File: src/rtl/gate_access_if.sv
// Gate access controller bus: vehicle sensors, PIN keypad and operator
// button toward the controller; gate commands, alarms and attempt count back.
interface gate_access_if #(
    parameter int PIN_W     = 16,
    parameter int MAX_TRIES = 3
);
    localparam int TRIES_W = $clog2(MAX_TRIES + 1);

    // Stimulus side (sensors, keypad, operator panel)
    logic               vehicle_arrived;
    logic               vehicle_passed;
    logic               pin_valid;
    logic [PIN_W-1:0]   pin;
    logic               unlock_btn;

    // Controller side (gate actuator, alarms, attempt display)
    logic               gate_open;
    logic               gate_close;
    logic               alarm_wrong_pin;
    logic               alarm_block;
    logic [TRIES_W-1:0] tries_left;

    // Environment / testbench view: drives the sensors and keypad.
    modport master (
        output vehicle_arrived,
        output vehicle_passed,
        output pin_valid,
        output pin,
        output unlock_btn,
        input  gate_open,
        input  gate_close,
        input  alarm_wrong_pin,
        input  alarm_block,
        input  tries_left
    );

    // Controller view.
    modport slave (
        input  vehicle_arrived,
        input  vehicle_passed,
        input  pin_valid,
        input  pin,
        input  unlock_btn,
        output gate_open,
        output gate_close,
        output alarm_wrong_pin,
        output alarm_block,
        output tries_left
    );
endinterface

File: src/rtl/gate_access_ctrl.sv
// Gate access controller: a vehicle arriving opens a PIN-entry window; a
// correct PIN opens the gate, too many wrong PINs or tailgating lock the
// gate until an operator unlocks it with the button plus the correct PIN.
// All outputs are registered and change on the edge that samples the cause.
module gate_access_ctrl #(
    parameter int               PIN_W         = 16,
    parameter logic [PIN_W-1:0] PIN_OK        = PIN_W'(16'h1194),
    parameter int               MAX_TRIES     = 3,
    parameter int               ENTRY_TIMEOUT = 16
) (
    input  logic          clk,
    input  logic          reset,
    gate_access_if.slave  bus
);
    localparam int TRIES_W = $clog2(MAX_TRIES + 1);
    localparam int TIMER_W = $clog2(ENTRY_TIMEOUT + 1);

    localparam logic [TRIES_W-1:0] TRIES_MAX   = TRIES_W'(MAX_TRIES);
    localparam logic [TRIES_W-1:0] TRIES_ONE   = TRIES_W'(1);
    localparam logic [TIMER_W-1:0] TIMER_LIMIT = TIMER_W'(ENTRY_TIMEOUT);
    localparam logic [TIMER_W-1:0] TIMER_SAT   = {TIMER_W{1'b1}};

    typedef enum logic [1:0] {
        ST_IDLE,
        ST_ENTRY,
        ST_OPEN,
        ST_BLOCK
    } state_e;

    state_e               state_q, state_d;
    logic [TRIES_W-1:0]   tries_q, tries_d;
    logic [TIMER_W-1:0]   timer_q, timer_d;
    logic                 gate_open_q, gate_open_d;
    logic                 gate_close_q, gate_close_d;
    logic                 wrong_pin_q, wrong_pin_d;
    logic                 alarm_block_q, alarm_block_d;

    logic                 pin_match;
    logic                 pin_good;
    logic                 pin_bad;
    logic [TIMER_W-1:0]   timer_inc;

    // Full-width PIN equality, qualified by the strobe.
    assign pin_match = (bus.pin == PIN_OK);
    assign pin_good  = bus.pin_valid &&  pin_match;
    assign pin_bad   = bus.pin_valid && !pin_match;

    // Entry timer increment that sticks at all-ones instead of wrapping.
    assign timer_inc = (timer_q == TIMER_SAT) ? timer_q : timer_q + TIMER_W'(1);

    // Next-state, attempt counter, entry timer and registered-output decode.
    // NOTE: every signal written here gets a default first, so no branch
    // leaves one unassigned and no latch is inferred.
    always_comb begin
        state_d      = state_q;
        tries_d      = tries_q;
        timer_d      = timer_q;
        gate_close_d = 1'b0;
        wrong_pin_d  = 1'b0;

        case (state_q)
            ST_IDLE: begin
                // PIN strobes are meaningless without a vehicle waiting.
                if (bus.vehicle_arrived) begin
                    state_d = ST_ENTRY;
                    tries_d = TRIES_MAX;
                    timer_d = '0;
                end
            end

            ST_ENTRY: begin
                if (pin_good) begin
                    state_d = ST_OPEN;
                    tries_d = TRIES_MAX;
                    timer_d = '0;
                end else if (pin_bad) begin
                    // A wrong PIN always alarms and gives the driver a
                    // fresh timeout window; the last allowed one locks out.
                    wrong_pin_d = 1'b1;
                    timer_d     = '0;
                    if (tries_q <= TRIES_ONE) begin
                        tries_d = '0;
                        state_d = ST_BLOCK;
                    end else begin
                        tries_d = tries_q - TRIES_ONE;
                    end
                end else if (timer_inc >= TIMER_LIMIT) begin
                    // Driver gave up: abandon quietly.
                    state_d = ST_IDLE;
                    timer_d = '0;
                end else begin
                    timer_d = timer_inc;
                end
            end

            ST_OPEN: begin
                // Stay open until the exit sensor clears; a second vehicle
                // at the entry sensor at that moment is tailgating.
                if (bus.vehicle_passed) begin
                    gate_close_d = 1'b1;
                    state_d      = bus.vehicle_arrived ? ST_BLOCK : ST_IDLE;
                end
            end

            ST_BLOCK: begin
                // Only the operator, with the correct PIN, clears a lockout.
                if (bus.unlock_btn && pin_good) begin
                    state_d = ST_IDLE;
                    tries_d = TRIES_MAX;
                end
            end

            default: begin
                state_d = ST_IDLE;
                tries_d = TRIES_MAX;
                timer_d = '0;
            end
        endcase

        // Level outputs are decoded from the next state so that the
        // registered copy tracks the state register exactly.
        gate_open_d   = (state_d == ST_OPEN);
        alarm_block_d = (state_d == ST_BLOCK);
    end

    // State, counters and registered outputs; reset aborts any activity.
    // NOTE: sequential state uses non-blocking assignments so every register
    // samples the pre-edge values regardless of statement order.
    always_ff @(posedge clk or posedge reset) begin
        if (reset) begin
            state_q       <= ST_IDLE;
            tries_q       <= TRIES_MAX;
            timer_q       <= '0;
            gate_open_q   <= 1'b0;
            gate_close_q  <= 1'b0;
            wrong_pin_q   <= 1'b0;
            alarm_block_q <= 1'b0;
        end else begin
            state_q       <= state_d;
            tries_q       <= tries_d;
            timer_q       <= timer_d;
            gate_open_q   <= gate_open_d;
            gate_close_q  <= gate_close_d;
            wrong_pin_q   <= wrong_pin_d;
            alarm_block_q <= alarm_block_d;
        end
    end

    assign bus.gate_open       = gate_open_q;
    assign bus.gate_close      = gate_close_q;
    assign bus.alarm_wrong_pin = wrong_pin_q;
    assign bus.alarm_block     = alarm_block_q;
    assign bus.tries_left      = tries_q;

    // Structural invariants of the controller.
    a_tries_bounded : assert property (@(posedge clk) disable iff (reset)
        tries_q <= TRIES_MAX);
    a_open_tracks_state : assert property (@(posedge clk) disable iff (reset)
        gate_open_q == (state_q == ST_OPEN));
    a_block_tracks_state : assert property (@(posedge clk) disable iff (reset)
        alarm_block_q == (state_q == ST_BLOCK));
    a_timer_bounded : assert property (@(posedge clk) disable iff (reset)
        timer_q < TIMER_LIMIT);
endmodule

File: src/flat_wrapper.sv
// flat-port wrapper written by rule: the top's interface ports become plain ports
module gate_access_ctrl_flat 
#(
    parameter int               PIN_W         = 16,
    parameter logic [PIN_W-1:0] PIN_OK        = PIN_W'(16'h1194),
    parameter int               MAX_TRIES     = 3,
    parameter int               ENTRY_TIMEOUT = 16
)
  (clk, reset, bus_vehicle_arrived, bus_vehicle_passed, bus_pin_valid, bus_pin, bus_unlock_btn, bus_gate_open, bus_gate_close, bus_alarm_wrong_pin, bus_alarm_block, bus_tries_left);
  gate_access_if #(.PIN_W(PIN_W), .MAX_TRIES(MAX_TRIES)) bus_i ();
  input  logic clk;
  input  logic reset;
  input wire logic [$bits(bus_i.vehicle_arrived)-1:0] bus_vehicle_arrived;
  input wire logic [$bits(bus_i.vehicle_passed)-1:0] bus_vehicle_passed;
  input wire logic [$bits(bus_i.pin_valid)-1:0] bus_pin_valid;
  input wire logic [$bits(bus_i.pin)-1:0] bus_pin;
  input wire logic [$bits(bus_i.unlock_btn)-1:0] bus_unlock_btn;
  output wire logic [$bits(bus_i.gate_open)-1:0] bus_gate_open;
  output wire logic [$bits(bus_i.gate_close)-1:0] bus_gate_close;
  output wire logic [$bits(bus_i.alarm_wrong_pin)-1:0] bus_alarm_wrong_pin;
  output wire logic [$bits(bus_i.alarm_block)-1:0] bus_alarm_block;
  output wire logic [$bits(bus_i.tries_left)-1:0] bus_tries_left;
  assign bus_i.vehicle_arrived = bus_vehicle_arrived;
  assign bus_i.vehicle_passed = bus_vehicle_passed;
  assign bus_i.pin_valid = bus_pin_valid;
  assign bus_i.pin = bus_pin;
  assign bus_i.unlock_btn = bus_unlock_btn;
  assign bus_gate_open = bus_i.gate_open;
  assign bus_gate_close = bus_i.gate_close;
  assign bus_alarm_wrong_pin = bus_i.alarm_wrong_pin;
  assign bus_alarm_block = bus_i.alarm_block;
  assign bus_tries_left = bus_i.tries_left;
  gate_access_ctrl #(.PIN_W(PIN_W), .PIN_OK(PIN_OK), .MAX_TRIES(MAX_TRIES), .ENTRY_TIMEOUT(ENTRY_TIMEOUT)) u_core (.clk(clk), .reset(reset), .bus(bus_i));
endmodule
File: config.mk
export PLATFORM = sky130hd
export DESIGN_NAME = gate_access_ctrl_flat
export DESIGN_NICKNAME = d
export VERILOG_FILES = /design/src/rtl/gate_access_if.sv /design/src/rtl/gate_access_ctrl.sv /design/src/flat_wrapper.sv
export SDC_FILE = /design/constraint.sdc
export NUM_CORES = 1
export LEC_CHECK = 0
export ABC_AREA = 1
export BUFFER_PORTS_ARGS = -buffer_cell sky130_fd_sc_hd__buf_2
export CELL_PAD_IN_SITES_DETAIL_PLACEMENT = 1
export CELL_PAD_IN_SITES_GLOBAL_PLACEMENT = 1
export CORE_MARGIN = 2
export CORE_UTILIZATION = 35
export DETAILED_ROUTE_END_ITERATION = 10
export HOLD_SLACK_MARGIN = 0.08
export PLACE_DENSITY_LB_ADDON = 0.25
export SYNTH_ARGS = -nofsm -noshare
export SYNTH_HDL_FRONTEND = slang
export SYNTH_SLANG_ARGS = --single-unit
File: constraint.sdc
create_clock -name clk -period 3.1 [get_ports clk]
set_clock_uncertainty 0.1 [all_clocks]
set_input_delay 0.465 -clock clk [delete_from_list [all_inputs] [get_ports clk]]
set_output_delay 0.465 -clock clk [all_outputs]
set_load 0.01 [all_outputs]
Yosys cells after proc, flatten, opt, wreduce, memory -nomap -nowiden
Cells that the tools add are included.
{ "op_classes": {"addsub": 2, "order_cmp": 2, "eq_ne": 10, "mux": 26, "reduce_logical": 9} }
{ "ops": {"columns": ["op", "n"], "rows": [
  ["$mux 2", 13],
  ["$mux 5", 5],
  ["$eq 16x13->1 const B", 1],
  ["$pmux 5 s2", 1],
  ["$eq 2x2->1 const B", 4],
  ["$pmux 2 s4", 1],
  ["$pmux 2 s3", 1],
  ["$add 5x1->5 const B", 1],
  ["$eq 5x5->1 const B", 1],
  ["$ge 5x5->1 const B", 1],
  ["$mux 1", 5],
  ["$reduce_and 4->1", 1],
  ["$logic_and 1x1->1", 3],
  ["$ne 3x1->1 const B", 1],
  ["$reduce_bool 3->1", 1],
  ["$eq 2x1->1 const B", 1],
  ["$le 2x1->1 const B", 1],
  ["$logic_not 2->1", 1],
  ["$ne 2x1->1 const B", 1],
  ["$ne 2x2->1 const B", 1],
  ["$reduce_and 2->1", 1],
  ["$reduce_bool 2->1", 1],
  ["$sub 2x1->2 const B", 1],
  ["$logic_not 1->1", 1]
]} }
{ "totals": {"register_bits": 13, "wordCells": 56} }

Depth between registers and ports, before layout
{ "logic_depth": {"depth_word": 8, "mapped_depth": 10, "ltp_nobuf": 10} }

Worst setup path before layout
Ideal clock, no wire load.
{ "synth_timing": {"path_type": "input-to-reg", "start": "input port bus_pin[12]", "end": "register u_core.alarm_block_q (netlist: u_core.bus.alarm_block)", "setup_ns": 0.118, "arrival_ns": 1.161, "slack_ns": 1.721, "path_stages": 8, "path_buffers": 0, "cell_sequence": "inv_1 > nor2_1 > nand2_1 > nor2_1 > nand2_1 > nand2_1 > nand3_2 > a21o_1"} }
{ "synth_via": {"elab_chain_len": 7, "elab_cells_between_ends": 10, "classes_between": "eq/ne: 2; mux: 4; reduce/logical: 4"} }
{ "synth_lines": {"columns": ["item", "line_no", "rtl"], "rows": [
  ["from (decl)", "flat_wrapper.sv:16", "input wire logic [$bits(bus_i.pin)-1:0] bus_pin;"],
  ["$eq 16x13->1 *", "gate_access_ctrl.sv:44", "assign pin_match = (bus.pin == PIN_OK);"],
  ["$logic_not 1->1", "gate_access_ctrl.sv:46", "assign pin_bad = bus.pin_valid && !pin_match;"],
  ["$logic_and 1x1->1", "gate_access_ctrl.sv:46", null],
  ["$mux 2", "gate_access_ctrl.sv:76", "end else if (pin_bad) begin"],
  ["$mux 2", "gate_access_ctrl.sv:72", "if (pin_good) begin"],
  ["$pmux 2 s4 *", "gate_access_ctrl.sv:61", "case (state_q)"],
  ["$eq 2x2->1 *", "gate_access_ctrl.sv:123", "alarm_block_d = (state_d == ST_BLOCK);"],
  ["via u_core.alarm_block_d", "gate_access_ctrl.sv:36", "logic alarm_block_q, alarm_block_d;"],
  ["to (signal assigned)", "gate_access_ctrl.sv:145", "alarm_block_q <= alarm_block_d;"],
  ["to (decl)", "gate_access_ctrl.sv:36", null]
]} }
The timed path passes the listed nets; every way through them passes the cells marked *.
A chain may end at the register's enable or synchronous reset.

Worst setup path after layout
{ "layout_timing": {"start": "register u_core.tries_q[1] (netlist: u_core.bus.tries_left[1])", "end": "output port bus_tries_left[1]"} }
{ "layout_lines": {"columns": ["item", "line_no", "rtl"], "rows": [
  ["from (decl)", "gate_access_ctrl.sv:31", "logic [TRIES_W-1:0] tries_q, tries_d;"],
  ["from (signal assigned)", "gate_access_ctrl.sv:140", "tries_q <= tries_d;"],
  ["to (decl)", "flat_wrapper.sv:22", "output wire logic [$bits(bus_i.tries_left)-1:0] bus_tries_left;"]
]} }
No word-level cell between the ends.

==> results.toml <==
[floorplanning]
die_h_um = 51.3
rows = 17
initial_core_utilization_pct = 36.1
design.die.area_um2 = 2630
dieWidth_um = 51.3
core-area_um2 = 2170
pin_count = 28

[timing]
final.min_clock_period_ns = 1.53
timing.max_slew.rel_slack_pct = 65.6
fmax_achieved_mhz = 654
setup_total_negative_slack_ns = 0
layout_worst_path_cycle_share_pct = 49.3
setup_viol = 0
worst_pin_slew_ns = 0.515
slew_viol_final = 0
final-hold-violation-count = 0
finalWorstSetupSlack_ns = 1.57
grt_setup_unrepaired = "no"

[synthesis]
synthArstFlopShare_pct = 100
synth_top_flop_cell = "dfrtp_1"
ys_ff_latch = 13
netlist_instances = 108
yosysWarnings = 0
synth_top_area_share_pct = 35.1
syn-num-nets = 131
seq_area_frac_synth_pct = 41.9
post_synth_most_frequent_cells = "inv_1, nand2_1, nor2_1"
netlist.top_cell.by_area = "dfrtp_1"
mappedNetlistArea_um2 = 783
avg_cell_area_syn_um2 = 7.25
yosys-top-cells-area = "dfrtp_1, inv_1, nand2_1, nor2_1, dfstp_2"
yosys.cell_types.count = 23
synth_edf_count = 0

[pwr]
peakVddDrop_mv = 0.305
p_leak_nw = 0.583
cell_area_power_density_nw_per_um2 = 811
post-layout-total-power_mw = 0.795

[global_route]
grt_pass1_vias = 809
grt_antenna_before_repair = 0
grt_first_pass_wirelength_um = 3240
total_routing_resource_utilization_after_global_routing_pct = 16.7
grt_max_degree = 14
grt_overflow_total = 0

[clock_network]
cts_buffer_depth = 2
worstSkewPairLatency_ns = 0.27
cts-buffers-inserted = 3
cts_htree_levels = 1
tritoncts_num_sinks = 13
post_cts_resize_count = 0
postCtsHoldBufs = 0
clk_transition_reported_paths_ns = 0.08
post-cts-setup-buffer-count = 0
clock_tree_from_tritoncts = "built"
cts_root_buf = "clkbuf_4"

[setup_path]
rr_startpoint = "u_core.timer_q[0]"
crit_arrival_ns = 0.96
critical_path.endpoint_type = "output port"
sum_of_buffers_and_inverters_on_the_critical_path = 1
critPathSlowestCell = "dfstp_2"
critical_path.max_fanout = 4
critPathTopFamily = "flip-flops"
worst-r2r-cell-count = 9
path_cells = "buf_2"
data_required_time_at_the_worst_endpoint_ns = 2.53
worst_setup_path_category = "reg -> out"
cpPeakStageDelay_ns = 0.56
r2r_setup_slack_ns = 1.69
regToRegEndpoint = "u_core.bus.gate_open"
crit_path_start_kind = "register"

[cells_and_area]
fin_nets = 163
multi_input_comb_area_um2 = 365
layout-drive-gt1-share_pct = 33.1
num_antenna_cells = 0
syn_to_final_growth_pct = 25.1
regArea_um2 = 328
layout.filler_cells = 293

[job]
max-cap-violations = 0

[detailed_routing]
wl_per_cell_um = 11.1
wirelength_um = 1850
dr.first_iter.drc_count = 3
post-route-drc-count = 0
viasPerCell = 4.56
detailedRoute.firstPassIterationCount = 4
total_vias_in_the_final_route = 761
ant_nets = 0

[status]
outcome = "finished, final reports clean"

[placed_design]
gpl.final_weighted_congestion = 0.763
post-dp-hpwl_um = 1580
place_ws_ns = 1.48
io_buffers = 27

[min_path]
hp-class = "in -> async"
[registers in the layout, indices dropped and copies added (netlist names)]
signal,flops
u_core.timer_q,5
u_core.bus.tries_left,2
u_core.state_q,2
u_core.bus.alarm_block,1
u_core.bus.alarm_wrong_pin,1
u_core.bus.gate_close,1
u_core.bus.gate_open,1
[per-layer routing]
metal	up-vias	routed length (µm)	track usage, %
met2	17	1070	32.5
met5	-	0	0
li1	388	-	-
met3	0	48	2.63
met1	356	734	16.7
met4	0	0	8.77
[layout make-up]
type	instances	share of cell area, %
sequential	13	33.5
timing repair buffer	27	13.8
inverter	24	9.20
clock buffer	4	2.68
multi-input combinational	71	37.3
tap	28	3.58
[logic make-up (layout without fill, tap and decap cells)]
family,Yosys count,count (layout),synth area share (%)
AND/OR/NAND/NOR,61,61,38.2
XOR/XNOR,1,1,1.12
adder cells (fa/ha/maj),1,1,1.60
AO/OA/AOI/OAI,8,8,5.75
flip-flops,13,13,41.9
buffers and inverters,24,55,11.5
[power breakdown]
group | switching (mW) | internal, mW
sequential | 0.0560 | 0.246
combinational | 0.237 | 0.150
clock | 0.0552 | 0.0498
[cell usage in the layout (no fill, tap or decap)]
master    count
nand2_2       2
o21ai_0       5
ha_1          1
clkbuf_1      1
nor2_2        2
nor3_1        2
inv_1        21
nand2_1      21
nand4_1       1
or2_2         1
nor3_2        1
nor2_4        2
clkbuf_4      3
o21bai_1      1
inv_2         3
a21o_1        1
buf_2        27
xor2_1        1
and3_1        1
dfrtp_1      11
nand3_1       7
nand2_4       1
dfstp_2       2
nand3_2       2
a21oi_1       1
nor2_1       18
[per-stage QoR]
step	cell area, µm²	util, %	instances	hold WS (ns)
global placement	953	43.9	163	0.375
detailed placement	953	43.9	163	0.379
finish	980	45.2	167	0.107
CTS	980	45.2	167	0.119
floorplan	783	-	108	0.241
global route	980	45.2	167	0.142
[worst max path at each step]
stage | startpoint | to | cells after the start
2_1_floorplan | bus_pin[12] | u_core.bus.alarm_block | 8
3_3_place_gp | bus_pin[1] | u_core.bus.alarm_block | 8
3_5_place_dp | bus_pin[1] | u_core.bus.alarm_block | 8
4_1_cts | u_core.bus.tries_left[0] | bus_tries_left[0] | 1
5_1_grt | u_core.bus.tries_left[0] | bus_tries_left[0] | 1
6_report | u_core.bus.tries_left[1] | bus_tries_left[1] | 1
(Power assumes the default switching activity.)
